`src/rtl/mem_req_arbiter_if.sv`:
```
// rtl/mem_req_arbiter_if.sv - requester, response and memory-port signals of the two-port memory arbiter
interface mem_req_arbiter_if #(
  parameter int AW = 32,
  parameter int DW = 32
);
  // Port 0: CPU load/store path
  logic          p0_req;
  logic          p0_we;
  logic [AW-1:0] p0_addr;
  logic [DW-1:0] p0_wdata;
  logic          p0_gnt;
  logic          p0_rvalid;
  logic [DW-1:0] p0_rdata;

  // Port 1: program-loader / DMA path, with burst lock
  logic          p1_req;
  logic          p1_we;
  logic          p1_lock;
  logic [AW-1:0] p1_addr;
  logic [DW-1:0] p1_wdata;
  logic          p1_gnt;
  logic          p1_rvalid;
  logic [DW-1:0] p1_rdata;

  // Shared synchronous-read memory port
  logic          mem_en;
  logic          mem_we;
  logic [AW-1:0] mem_addr;
  logic [DW-1:0] mem_wdata;
  logic [DW-1:0] mem_rdata;

  // Arbiter side
  modport slave (
    input  p0_req, p0_we, p0_addr, p0_wdata,
    output p0_gnt, p0_rvalid, p0_rdata,
    input  p1_req, p1_we, p1_lock, p1_addr, p1_wdata,
    output p1_gnt, p1_rvalid, p1_rdata,
    output mem_en, mem_we, mem_addr, mem_wdata,
    input  mem_rdata
  );

  // Requesters plus memory side
  modport master (
    output p0_req, p0_we, p0_addr, p0_wdata,
    input  p0_gnt, p0_rvalid, p0_rdata,
    output p1_req, p1_we, p1_lock, p1_addr, p1_wdata,
    input  p1_gnt, p1_rvalid, p1_rdata,
    input  mem_en, mem_we, mem_addr, mem_wdata,
    output mem_rdata
  );
endinterface

```
`src/rtl/mem_req_arbiter.sv`:
```
// rtl/mem_req_arbiter.sv - fixed-priority two-port memory arbiter with starvation limit and burst lock
module mem_req_arbiter #(
  parameter int AW       = 32,
  parameter int DW       = 32,
  parameter int MAX_WAIT = 4
) (
  input  logic              clk_i,
  input  logic              reset_i,
  mem_req_arbiter_if.slave  bus
);

  localparam logic [3:0] WAIT_LIMIT = 4'(MAX_WAIT);

  typedef enum logic {
    ARB   = 1'b0,
    LOCK1 = 1'b1
  } state_t;

  state_t        state_q, state_d;
  logic [3:0]    wait_cnt_q, wait_cnt_d;
  logic          wait_hit;

  logic          p0_gnt, p1_gnt;

  logic          mem_en, mem_we;
  logic [AW-1:0] mem_addr;
  logic [DW-1:0] mem_wdata;

  // Read-return tracking: one outstanding read, tagged with its owner (0/1)
  logic          rd_pend_q, rd_pend_d;
  logic          rd_owner_q, rd_owner_d;
  logic          p0_rvalid, p1_rvalid;
  logic [DW-1:0] p0_rdata_q, p0_rdata_d;
  logic [DW-1:0] p1_rdata_q, p1_rdata_d;

  assign wait_hit = (wait_cnt_q == WAIT_LIMIT);

  // State register
  always_ff @(posedge clk_i) begin
    if (reset_i) begin
      state_q <= ARB;
    end else begin
      state_q <= state_d;
    end
  end

  // Next-state: enter LOCK1 on a locked p1 grant, leave as soon as the lock drops
  always_comb begin
    state_d = state_q;
    case (state_q)
      ARB: begin
        if (p1_gnt && bus.p1_lock) begin
          state_d = LOCK1;
        end
      end
      LOCK1: begin
        if (!bus.p1_lock) begin
          state_d = ARB;
        end
      end
    endcase
  end

  // Grant outputs: p0 has priority unless p1 has waited MAX_WAIT cycles or holds the lock
  always_comb begin
    p0_gnt = 1'b0;
    p1_gnt = 1'b0;
    if (!reset_i) begin
      case (state_q)
        ARB: begin
          if (bus.p1_req && (!bus.p0_req || wait_hit)) begin
            p1_gnt = 1'b1;
          end else if (bus.p0_req) begin
            p0_gnt = 1'b1;
          end
        end
        LOCK1: begin
          p1_gnt = bus.p1_req;
        end
      endcase
    end
  end

  // Starvation counter: counts denied p1 cycles in ARB, saturating, frozen during a lock
  always_comb begin
    wait_cnt_d = wait_cnt_q;
    if (state_q == ARB) begin
      if (p1_gnt || !bus.p1_req) begin
        wait_cnt_d = 4'd0;
      end else if (wait_cnt_q < WAIT_LIMIT) begin
        wait_cnt_d = wait_cnt_q + 4'd1;
      end
    end
  end

  // Starvation counter register
  always_ff @(posedge clk_i) begin
    if (reset_i) begin
      wait_cnt_q <= 4'd0;
    end else begin
      wait_cnt_q <= wait_cnt_d;
    end
  end

  // Memory port mux: fields follow the granted port, all zero when idle
  always_comb begin
    mem_en    = p0_gnt | p1_gnt;
    mem_we    = 1'b0;
    mem_addr  = '0;
    mem_wdata = '0;
    if (p1_gnt) begin
      mem_we    = bus.p1_we;
      mem_addr  = bus.p1_addr;
      mem_wdata = bus.p1_wdata;
    end else if (p0_gnt) begin
      mem_we    = bus.p0_we;
      mem_addr  = bus.p0_addr;
      mem_wdata = bus.p0_wdata;
    end
  end

  // Read-return routing: rvalid follows a read grant by one cycle, dropped while in reset
  always_comb begin
    rd_pend_d  = mem_en & ~mem_we;
    rd_owner_d = p1_gnt;
    p0_rvalid  = rd_pend_q & ~rd_owner_q & ~reset_i;
    p1_rvalid  = rd_pend_q &  rd_owner_q & ~reset_i;
    p0_rdata_d = p0_rvalid ? bus.mem_rdata : p0_rdata_q;
    p1_rdata_d = p1_rvalid ? bus.mem_rdata : p1_rdata_q;
  end

  // Read-return registers: pending flag, owner tag and last delivered data per port
  always_ff @(posedge clk_i) begin
    if (reset_i) begin
      rd_pend_q  <= 1'b0;
      rd_owner_q <= 1'b0;
      p0_rdata_q <= '0;
      p1_rdata_q <= '0;
    end else begin
      rd_pend_q  <= rd_pend_d;
      rd_owner_q <= rd_owner_d;
      p0_rdata_q <= p0_rdata_d;
      p1_rdata_q <= p1_rdata_d;
    end
  end

  assign bus.p0_gnt    = p0_gnt;
  assign bus.p1_gnt    = p1_gnt;
  assign bus.p0_rvalid = p0_rvalid;
  assign bus.p1_rvalid = p1_rvalid;
  assign bus.p0_rdata  = reset_i ? '0 : p0_rdata_d;
  assign bus.p1_rdata  = reset_i ? '0 : p1_rdata_d;
  assign bus.mem_en    = mem_en;
  assign bus.mem_we    = mem_we;
  assign bus.mem_addr  = mem_addr;
  assign bus.mem_wdata = mem_wdata;

endmodule

```
`src/flat_wrapper.sv`:
```
// flat-port wrapper written by rule: the top's interface ports become plain ports
module mem_req_arbiter_flat 
#(
  parameter int AW       = 32,
  parameter int DW       = 32,
  parameter int MAX_WAIT = 4
)
  (clk_i, reset_i, bus_p0_req, bus_p0_we, bus_p0_addr, bus_p0_wdata, bus_p0_gnt, bus_p0_rvalid, bus_p0_rdata, bus_p1_req, bus_p1_we, bus_p1_lock, bus_p1_addr, bus_p1_wdata, bus_p1_gnt, bus_p1_rvalid, bus_p1_rdata, bus_mem_en, bus_mem_we, bus_mem_addr, bus_mem_wdata, bus_mem_rdata);
  mem_req_arbiter_if #(.AW(AW), .DW(DW)) bus_i ();
  input  logic clk_i;
  input  logic reset_i;
  input wire logic [$bits(bus_i.p0_req)-1:0] bus_p0_req;
  input wire logic [$bits(bus_i.p0_we)-1:0] bus_p0_we;
  input wire logic [$bits(bus_i.p0_addr)-1:0] bus_p0_addr;
  input wire logic [$bits(bus_i.p0_wdata)-1:0] bus_p0_wdata;
  output wire logic [$bits(bus_i.p0_gnt)-1:0] bus_p0_gnt;
  output wire logic [$bits(bus_i.p0_rvalid)-1:0] bus_p0_rvalid;
  output wire logic [$bits(bus_i.p0_rdata)-1:0] bus_p0_rdata;
  input wire logic [$bits(bus_i.p1_req)-1:0] bus_p1_req;
  input wire logic [$bits(bus_i.p1_we)-1:0] bus_p1_we;
  input wire logic [$bits(bus_i.p1_lock)-1:0] bus_p1_lock;
  input wire logic [$bits(bus_i.p1_addr)-1:0] bus_p1_addr;
  input wire logic [$bits(bus_i.p1_wdata)-1:0] bus_p1_wdata;
  output wire logic [$bits(bus_i.p1_gnt)-1:0] bus_p1_gnt;
  output wire logic [$bits(bus_i.p1_rvalid)-1:0] bus_p1_rvalid;
  output wire logic [$bits(bus_i.p1_rdata)-1:0] bus_p1_rdata;
  output wire logic [$bits(bus_i.mem_en)-1:0] bus_mem_en;
  output wire logic [$bits(bus_i.mem_we)-1:0] bus_mem_we;
  output wire logic [$bits(bus_i.mem_addr)-1:0] bus_mem_addr;
  output wire logic [$bits(bus_i.mem_wdata)-1:0] bus_mem_wdata;
  input wire logic [$bits(bus_i.mem_rdata)-1:0] bus_mem_rdata;
  assign bus_i.p0_req = bus_p0_req;
  assign bus_i.p0_we = bus_p0_we;
  assign bus_i.p0_addr = bus_p0_addr;
  assign bus_i.p0_wdata = bus_p0_wdata;
  assign bus_p0_gnt = bus_i.p0_gnt;
  assign bus_p0_rvalid = bus_i.p0_rvalid;
  assign bus_p0_rdata = bus_i.p0_rdata;
  assign bus_i.p1_req = bus_p1_req;
  assign bus_i.p1_we = bus_p1_we;
  assign bus_i.p1_lock = bus_p1_lock;
  assign bus_i.p1_addr = bus_p1_addr;
  assign bus_i.p1_wdata = bus_p1_wdata;
  assign bus_p1_gnt = bus_i.p1_gnt;
  assign bus_p1_rvalid = bus_i.p1_rvalid;
  assign bus_p1_rdata = bus_i.p1_rdata;
  assign bus_mem_en = bus_i.mem_en;
  assign bus_mem_we = bus_i.mem_we;
  assign bus_mem_addr = bus_i.mem_addr;
  assign bus_mem_wdata = bus_i.mem_wdata;
  assign bus_i.mem_rdata = bus_mem_rdata;
  mem_req_arbiter #(.AW(AW), .DW(DW), .MAX_WAIT(MAX_WAIT)) u_core (.clk_i(clk_i), .reset_i(reset_i), .bus(bus_i));
endmodule
```
`config.mk`:
```
export PLATFORM = sky130hd
export DESIGN_NAME = mem_req_arbiter_flat
export DESIGN_NICKNAME = d
export VERILOG_FILES = /design/src/rtl/mem_req_arbiter_if.sv /design/src/rtl/mem_req_arbiter.sv /design/src/flat_wrapper.sv
export SDC_FILE = /design/constraint.sdc
export NUM_CORES = 1
export LEC_CHECK = 0
export BUFFER_PORTS_ARGS = -buffer_cell sky130_fd_sc_hd__buf_2
export CAP_MARGIN = 25
export CORE_AREA = 2 2 116 118
export CTS_CLUSTER_DIAMETER = 200
export DETAILED_ROUTE_END_ITERATION = 10
export DIE_AREA = 0 0 118 120
export GPL_ROUTABILITY_DRIVEN = 0
export HOLD_SLACK_MARGIN = 0.08
export PLACE_DENSITY_LB_ADDON = 0.1
export SLEW_MARGIN = 10
export SYNTH_ARGS = -nofsm -noshare
export SYNTH_HDL_FRONTEND = slang
export SYNTH_SLANG_ARGS = --single-unit
```
`constraint.sdc`:
```
create_clock -name clk_i -period 2.4 [get_ports clk_i]
set_input_delay 0.48 -clock clk_i [delete_from_list [all_inputs] [get_ports clk_i]]
set_output_delay 0.48 -clock clk_i [all_outputs]
set_load 0.05 [all_outputs]
```
# After elaboration in Yosys (flattened, before gate mapping)
# Index checks and enable logic that the tools add are counted.
[totals]
ff_bits = 71
in_bits = 167
out_inout_bits = 134
wordCells = 49
[op_classes]
n_addsub = 1
order_cmp = 1
n_eq_ne = 1
n_mux = 22
bitwise_logic = 10
reduce_logical = 8
[ops]
columns = ["op", "n"]
rows = [
  ["32-bit 2-to-1 mux", 8],
  ["1-bit 2-to-1 mux", 10],
  ["4-bit 2-to-1 mux", 2],
  ["1-bit AND", 5],
  ["4-bit by 1-bit adder with 4-bit output (second input constant)", 1],
  ["4-bit by 3-bit == test with 1-bit output (second input constant)", 1],
  ["4-bit by 3-bit less-than comparator with 1-bit output (second input constant)", 1],
  ["1-bit inverter", 4],
  ["1-bit one-hot mux with 2 select lines", 2],
  ["1-bit logical AND", 2],
  ["1-bit zero test", 2],
  ["1-bit logical OR", 2],
  ["2-bit AND reduction", 1],
  ["2-bit nonzero test", 1],
  ["1-bit bitwise OR", 1],
]

# Depth between registers and ports, before layout
# Gate-level depths: netlist of run 1.
[logic_depth]
depth_word = 10
ltp_mapped = 8
ltp_nobuf = 5

# Least setup slack after synthesis of run 1
# Ideal clock, no wire load.
[synth_path]
path_type = "register to output"
start = "reg u_core.wait_cnt_q[0]"
end = "out bus_mem_addr[23]"
t_arrival_ps = 2301
required_ps = 1920
slack_ps = -381
stages_incl_launch_ff = 8
n_path_buf = 2
cell_sequence = "dfxtp_1 -> inv_1 -> ha_1 -> nand4b_1 -> nand2_2 -> buf_2 -> buf_2 -> o32ai_1"
[synth_via]
elab_chain_cells = 8
elab_cells_between_ends = 11
cone_classes = "1 x eq/ne; 8 x mux; 2 x reduce/logical"
[synth_lines]
columns = ["item", "line_no", "text"]
rows = [
  ["start: declaration", "mem_req_arbiter.sv:20", "logic [3:0] wait_cnt_q, wait_cnt_d;"],
  ["start signal: assignment", "mem_req_arbiter.sv:101", "wait_cnt_q <= wait_cnt_d;"],
  ["4-bit by 3-bit == test with 1-bit output *", "mem_req_arbiter.sv:36", "assign wait_hit = (wait_cnt_q == WAIT_LIMIT);"],
  ["1-bit logical OR *", "mem_req_arbiter.sv:71", "if (bus.p1_req && (!bus.p0_req || wait_hit)) begin"],
  ["1-bit logical AND *", "mem_req_arbiter.sv:71", ""],
  ["1-bit 2-to-1 mux", "mem_req_arbiter.sv:71", ""],
  ["1-bit 2-to-1 mux", "mem_req_arbiter.sv:69", "case (state_q)"],
  ["1-bit 2-to-1 mux", "mem_req_arbiter.sv:68", "if (!reset_i) begin"],
  ["32-bit 2-to-1 mux", "mem_req_arbiter.sv:115", "end else if (p0_gnt) begin"],
  ["32-bit 2-to-1 mux *", "mem_req_arbiter.sv:111", "if (p1_gnt) begin"],
  ["end: declaration", "flat_wrapper.sv:29", "output wire logic [$bits(bus_i.mem_addr)-1:0] bus_mem_addr;"],
]
# Mark *: on every way between the ends. The rest lies on a longest branch, timed or not.

# Worst setup path after layout of run 1
[layout_path]
start = "reg u_core.wait_cnt_q[0]"
end = "out bus_mem_wdata[24]"
[layout_via]
elab_chain_cells = 8
elab_cells_between_ends = 11
cone_classes = "1 x eq/ne; 8 x mux; 2 x reduce/logical"
[layout_lines]
columns = ["item", "line_no", "text"]
rows = [
  ["4-bit by 3-bit == test with 1-bit output *", "mem_req_arbiter.sv:36", ""],
  ["1-bit logical OR *", "mem_req_arbiter.sv:71", ""],
  ["1-bit logical AND *", "mem_req_arbiter.sv:71", ""],
  ["1-bit 2-to-1 mux", "mem_req_arbiter.sv:71", ""],
  ["1-bit 2-to-1 mux", "mem_req_arbiter.sv:69", ""],
  ["1-bit 2-to-1 mux", "mem_req_arbiter.sv:68", ""],
  ["32-bit 2-to-1 mux", "mem_req_arbiter.sv:115", ""],
  ["32-bit 2-to-1 mux *", "mem_req_arbiter.sv:111", ""],
  ["end: declaration", "flat_wrapper.sv:30", "output wire logic [$bits(bus_i.mem_wdata)-1:0] bus_mem_wdata;"],
]
# Marked as above.

==> flow_metrics.env, run 1 <==
export IMPL_synth_cells=543
export IMPL_total_leakage_power_nw=3.44
export IMPL_critPathLaunchType="flop"
export IMPL_synth_net_count=712
export IMPL_rsz0062_at_grt="yes"
export IMPL_vias=4807
export IMPL_grt_max_degree=119
export IMPL_antenna_found_initial=1
export IMPL_cts_made_buffers=9
export IMPL_cp_arrival_ps=1890
export IMPL_final_cell_mix="buf_2, nand2b_1, nand2_1, dfxtp_1, inv_1"
export IMPL_worst_pin_slew_ps=734
export IMPL_yosysUniqueCellTypes=31
export IMPL_status="completed"
export IMPL_async_flop_share=0
export IMPL_layout_nets=991
export IMPL_min_period_over_period=0.988
export IMPL_layout_commonest_cell="buf_2"
export IMPL_crit_path_top_delay_cell="dfxtp_2"
export IMPL_dieArea_mm2=0.0142
export IMPL_ff_latch_area_mm2=0.00142
export IMPL_hold_buffers=0
export IMPL_grt_overflow=0
export IMPL_hold_violations=0
export IMPL_tritoncts="built"
export IMPL_dr_pass1_iters=4
export IMPL_dp_cells=980
export IMPL_cts_max_path_buffers=2
export IMPL_multiInputGateArea_mm2=0.00264
export IMPL_powerDensity_mw_per_mm2=517
export IMPL_drv_slew=0
export IMPL_setup_ws_ps=30.0
export IMPL_drc=0
export IMPL_clkLatencyLatePin_ps=320
export IMPL_clkTransAtPathRegs_ps=60
export IMPL_crit_required_ps=1920
export IMPL_wire_per_inst_um=15.6
export IMPL_min_path_type="input port to flop"
export IMPL_area_growth_synth_to_final_pct=64.8
export IMPL_die_h_um=120
export IMPL_ys_ff_latch=71
export IMPL_dp_slack_ps=129
export IMPL_synth_seq_area_share=0.335
export IMPL_grt_pass1_wl_um=22900
export IMPL_stdcell_area_mm2=0.00699
export IMPL_path_class="flop to output pin"
export IMPL_max_cap_viol_count=0
export IMPL_placed_area_mm2=0.00597
export IMPL_coreArea_mm2=0.0130
export IMPL_postRouteAntennaNets=0
export IMPL_wirelength_um=15700
export IMPL_grt_usage=0.199
export IMPL_start_util=0.327
export IMPL_dp_hpwl_um=11000
export IMPL_fp_dieW_um=118
export IMPL_synth_edf_count=0
export IMPL_slew_headroom=0.511
export IMPL_cp_max_fo=23
export IMPL_ir_drop_uv=276
export IMPL_netlist_area_mm2=0.00424
export IMPL_cpPeakStageDelay_ps=330
export IMPL_clock_sinks=71
export IMPL_rows=42
export IMPL_finalClockSkew_ps=7.49
export IMPL_synth_warnings=0
export IMPL_grt_pass1_vias=4513
export IMPL_syn_area_per_cell_um2=7.81
export IMPL_max_freq_ghz=0.422
export IMPL_critical_path_cell_chain="inv_1 > ha_2 > nand3b_1 > a21bo_4 > buf_12 > o32ai_1 > buf_4"
export IMPL_cts_root_buf="clkbuf_16"
export IMPL_end_kind="output pin"
export IMPL_min_period_ps=2370
export IMPL_finalNonFillerCells=1004
export IMPL_setup_viol=0
export IMPL_nFillCells=1264
export IMPL_numPortBuffers=300
export IMPL_drt_iter0_drc=262
export IMPL_drive_gt1_frac=0.484
export IMPL_ys_flop_type="dfxtp_1"
export IMPL_h_tree_depth=3
export IMPL_viasPerCell=4.79
export IMPL_pin_count=301
==> cell families after synthesis <==
| logic type | Yosys count | share of synthesized area |
|---|---|---|
| compound gates | 106 | 0.226 |
| simple gates | 244 | 0.313 |
| buf+inv | 120 | 0.120 |
| fa+ha+maj | 2 | 0.00590 |
| flops | 71 | 0.335 |
==> cell type report <==
class                   count  share of cell area
multi-input cells         352               0.377
repair buffers            319               0.311
flip-flops and latches     71               0.204
inverters                  69              0.0370
clock buffers              10              0.0327
well taps                 176              0.0315
clock inverters             6             0.00644
diodes                      1            0.000358
==> power by group <==
group          internal, mW  switching [mW]
Combinational         0.446           0.737
Clock                 0.703           0.502
Sequential             1.22          0.0115
Total                  2.36            1.25
==> worst paths after layout <==
path,start,endpoint,slack (ps),depth (start not counted)
hold / removal,bus_mem_rdata[7],u_core.p1_rdata_q[7]$_DFF_P_,380,3
setup / recovery,u_core.wait_cnt_q[0]$_SDFFE_PP0P_,bus_mem_wdata[24],30,7
setup reg to reg,u_core.wait_cnt_q[0]$_SDFFE_PP0P_,u_core.state_q$_SDFF_PP0_,970,6
hold reg to reg,u_core.p0_rdata_q[18]$_DFF_P_,u_core.p0_rdata_q[18]$_DFF_P_,460,2
==> routing by layer <==
layer  part of all wire  GRT usage
met5                  0          0
met4              0.015     0.0497
met3              0.069     0.0513
met2               0.51      0.342
met1               0.41      0.250
==> cell usage after synthesis, drive strengths merged, types with 7 or more instances <==
cell type | number | share of area
dfxtp | 71 | 0.34
nor2 | 7 | 0.0062
nand3b | 34 | 0.060
inv | 69 | 0.061
clkbuf | 23 | 0.020
o32ai | 66 | 0.17
nand2 | 97 | 0.086
nand2b | 98 | 0.14
buf | 28 | 0.039
o21ai | 32 | 0.038
==> sequential cells by signal, indices dropped and copies added, names as in the netlist <==
signal	flops
u_core.state_q	1
u_core.rd_owner_q	1
u_core.p0_rdata_q	32
u_core.rd_pend_q	1
u_core.wait_cnt_q	4
u_core.p1_rdata_q	32
==> critical path, delay by kind of cell (launching register included) <==
kind | cells | cell delay (ps)
buffers and inverters | 3 | 500
and+or+nand+nor | 1 | 120
AOI/OAI and AO/OA | 2 | 420
DFF | 1 | 330
adders and majority gates | 1 | 190
==> what timing repair did <==
item                                    4_1_cts  5_1_grt
pin swaps                                     1        2
gates cloned                                  1        3
endpoints found under the setup margin       66       66
setup buffers                                 2        1
resized for setup                            62      117
==> stage by stage <==
stage	hold slack (ps)	utilization	total power [mW]	TNS, ps
6_report	381	0.539	3.61	0
5_1_grt	374	0.539	3.79	-1870
4_1_cts	373	0.499	3.54	-1.83
3_5_place_dp	457	0.460	2.26	0
3_3_place_gp	453	0.460	2.25	0
2_1_floorplan	454	-	1.95	-12320
Power figures use the tool's default switching activity.
==> run 2, diff against run 1 <==
ABC_AREA = 1   (was not set)
CORE_AREA = 2 2 118 120   (was 2 2 116 118)
DIE_AREA = 0 0 120 122   (was 0 0 118 120)
==> run 2 against run 1 <==
Clock-buffer cell count unchanged; synthesized cell count decreased by 24%; sequential power about the same; setup slack improved by 12 ps; flip-flop and latch count unchanged; global-route usage increased by 1.0 points; final area decreased by 17%.
==> flow_metrics.env, run 2 <==
export IMPL_status="completed"
export IMPL_ir_drop_uv=397
export IMPL_grt_max_degree=66
export IMPL_vias=4144
export IMPL_h_tree_depth=3
export IMPL_start_util=0.241
export IMPL_max_freq_ghz=0.424
export IMPL_wire_per_inst_um=17.8
export IMPL_min_path_type="input port to flop"
export IMPL_cts_root_buf="clkbuf_16"
export IMPL_top_regs="u_core.p0_rdata_q (32), u_core.p1_rdata_q (32), u_core.wait_cnt_q (4)"
export IMPL_dp_hpwl_um=11800
export IMPL_critPathLaunchType="flop"
export IMPL_clock_sinks=71
export IMPL_finalClockSkew_ps=3.03
export IMPL_synth_seq_area_share=0.437
export IMPL_netlist_area_mm2=0.00325
export IMPL_dp_cells=869
export IMPL_synth_net_count=583
export IMPL_synthSimpleGateAreaFrac=0.247
export IMPL_layout_nets=879
export IMPL_drc=0
export IMPL_nFillCells=1371
export IMPL_ff_latch_area_mm2=0.00142
export IMPL_cts_max_path_buffers=2
export IMPL_final_cell_mix="buf_2, nand2_1, dfxtp_1, a22o_1, buf_6"
export IMPL_clkLatencyLatePin_ps=330
export IMPL_end_kind="output pin"
export IMPL_drv_slew=0
export IMPL_numPortBuffers=300
export IMPL_min_period_over_period=0.982
export IMPL_grt_pass1_vias=3964
export IMPL_total_leakage_power_nw=3.08
export IMPL_hold_buffers=0
export IMPL_crit_path_top_delay_cell="dfxtp_2"
export IMPL_synth_compound_area_share=0.228
export IMPL_finalNonFillerCells=901
export IMPL_cp_num_buf_inv=5
export IMPL_synth_top_area_cell="dfxtp_1"
export IMPL_dp_slack_ps=123
export IMPL_cts_made_buffers=9
export IMPL_synth_top_cells_by_count="nand2_1, dfxtp_1, a22o_1"
export IMPL_path_class="flop to output pin"
export IMPL_async_flop_share=0
export IMPL_synth_edf_count=0
export IMPL_yosysUniqueCellTypes=21
export IMPL_max_cap_viol_count=0
export IMPL_synth_warnings=0
export IMPL_syn_area_per_cell_um2=7.86
export IMPL_yosysMostFrequentCell="nand2_1"
export IMPL_wirelength_um=16100
export IMPL_cpPeakStageDelay_ps=320
export IMPL_crit_required_ps=1920
export IMPL_setup_ws_ps=42.2
export IMPL_cp_max_fo=17
export IMPL_synth_top_family_by_area="simple AND/OR/NAND/NOR gates"
export IMPL_netlist_area_leader_share=0.437
export IMPL_antenna_found_initial=9
export IMPL_multiInputGateArea_mm2=0.00165
export IMPL_synth_xor_area_frac=0.00269
export IMPL_cp_arrival_ps=1880
export IMPL_hold_violations=0
export IMPL_crit_path_frequent_cell="nand2_2"
export IMPL_synthTopCellsByArea="dfxtp_1, a22o_1, nand2_1"
export IMPL_synth_cells=414
export IMPL_postRouteAntennaNets=0
export IMPL_yosys_mux_area_fraction=0
export IMPL_coreArea_mm2=0.0135
export IMPL_grt_pass1_wl_um=22800
export IMPL_ys_flop_type="dfxtp_1"
export IMPL_area_growth_synth_to_final_pct=78.6
export IMPL_tritoncts="built"
export IMPL_critPathTopFamily="buffers and inverters"
export IMPL_dr_pass1_iters=4
export IMPL_fp_dieW_um=120
export IMPL_clkTransAtPathRegs_ps=60
export IMPL_viasPerCell=4.60
export IMPL_rows=43
export IMPL_dieArea_mm2=0.0146
export IMPL_min_period_ps=2360
export IMPL_setup_viol=0
export IMPL_critical_path_cell_chain="inv_2 > ha_4 > nand3_2 > nand2_2 > nand2_2 > nand2_2 > inv_4 > buf_4 > buf_12 > a22o_4 > buf_8"
export IMPL_slew_headroom=0.762
export IMPL_layout_commonest_cell="buf_2"
export IMPL_ys_ff_latch=71
export IMPL_pin_count=301
export IMPL_die_h_um=122
export IMPL_powerDensity_mw_per_mm2=613
export IMPL_post_synth_fa_ha_maj_area_fraction=0.00769
export IMPL_drive_gt1_frac=0.499
export IMPL_worst_pin_slew_ps=357
export IMPL_grt_usage=0.210
export IMPL_rsz0062_at_grt="yes"
export IMPL_drt_iter0_drc=183
export IMPL_grt_overflow=0
==> run 2: changes by cell type after synthesis, sizes merged, moves of 4 or more <==
cell / before / now
nand2b: 98 / 0
o32ai: 66 / 0
a22o: 0 / 64
inv: 69 / 11
nand2: 97 / 142
nand3: 1 / 40
nand3b: 34 / 0
clkbuf: 23 / 5
nor2: 7 / 11
==> run 2: cell type report <==
| type | instances | area share |
|---|---|---|
| multi-input cells | 298 | 0.284 |
| flip-flops and latches | 71 | 0.245 |
| inverters | 11 | 0.00753 |
| clock inverters | 6 | 0.00624 |
| clock buffers | 10 | 0.0394 |
| well taps | 180 | 0.0388 |
| diodes | 6 | 0.00258 |
| repair buffers | 319 | 0.377 |
==> run 2: final timing paths <==
| kind | slack (ps) | to | start | depth (start not counted) |
|---|---|---|---|---|
| max | 40 | bus_mem_wdata[22] | u_core.wait_cnt_q[0]$_SDFFE_PP0P_ | 11 |
| min | 370 | u_core.p1_rdata_q[2]$_DFF_P_ | bus_mem_rdata[2] | 3 |
| max reg2reg | 970 | u_core.rd_pend_q$_SDFF_PP0_ | u_core.wait_cnt_q[0]$_SDFFE_PP0P_ | 11 |
| min reg2reg | 460 | u_core.wait_cnt_q[3]$_SDFFE_PP0P_ | u_core.wait_cnt_q[3]$_SDFFE_PP0P_ | 2 |
==> run 2: cells by family after synthesis <==
kind of cell	after synthesis
fa+ha+maj	2
simple gates	195
compound gates	100
xor+xnor	1
buf+inv	45
flops	71
==> run 2: through the flow <==
stage	utilization	instance area (um^2)	power (mW)	hold WS (ps)	TNS, ps
after floorplan	-	3250	1.93	425	-2070
after global placement	0.367	4950	2.25	454	0
after detailed placement	0.367	4950	2.25	454	0
after CTS	0.419	5650	3.57	355	0
after global routing	0.430	5800	3.72	374	-328
final	0.430	5810	3.57	366	0
==> run 2: report_power, final <==
group	switching (mW)	total, mW	internal (mW)
Combinational	0.726	1.12	0.395
Sequential	0.0160	1.25	1.23
Clock	0.499	1.19	0.695
==> run 2: timing repair <==
action                     in CTS  in global routing
pin swaps                       6                  7
setup endpoints to repair      67                 53
setup buffers                   6                  1
cloned                          4                  0
gates resized for setup        89                 55
==> run 2: routing by layer <==
metal  vias up  track usage  routed length, um
met5         -            0                 13
met3        24       0.0936               1760
met4         2       0.0676                322
li1       2026            -                  -
met1      1887        0.234               6210
met2       205        0.358               7750
==> run 2: worst min-delay path, stage by stage <==
cell and delay [ps]:
buf_2 80, nand2_1 40, nand2_1 60
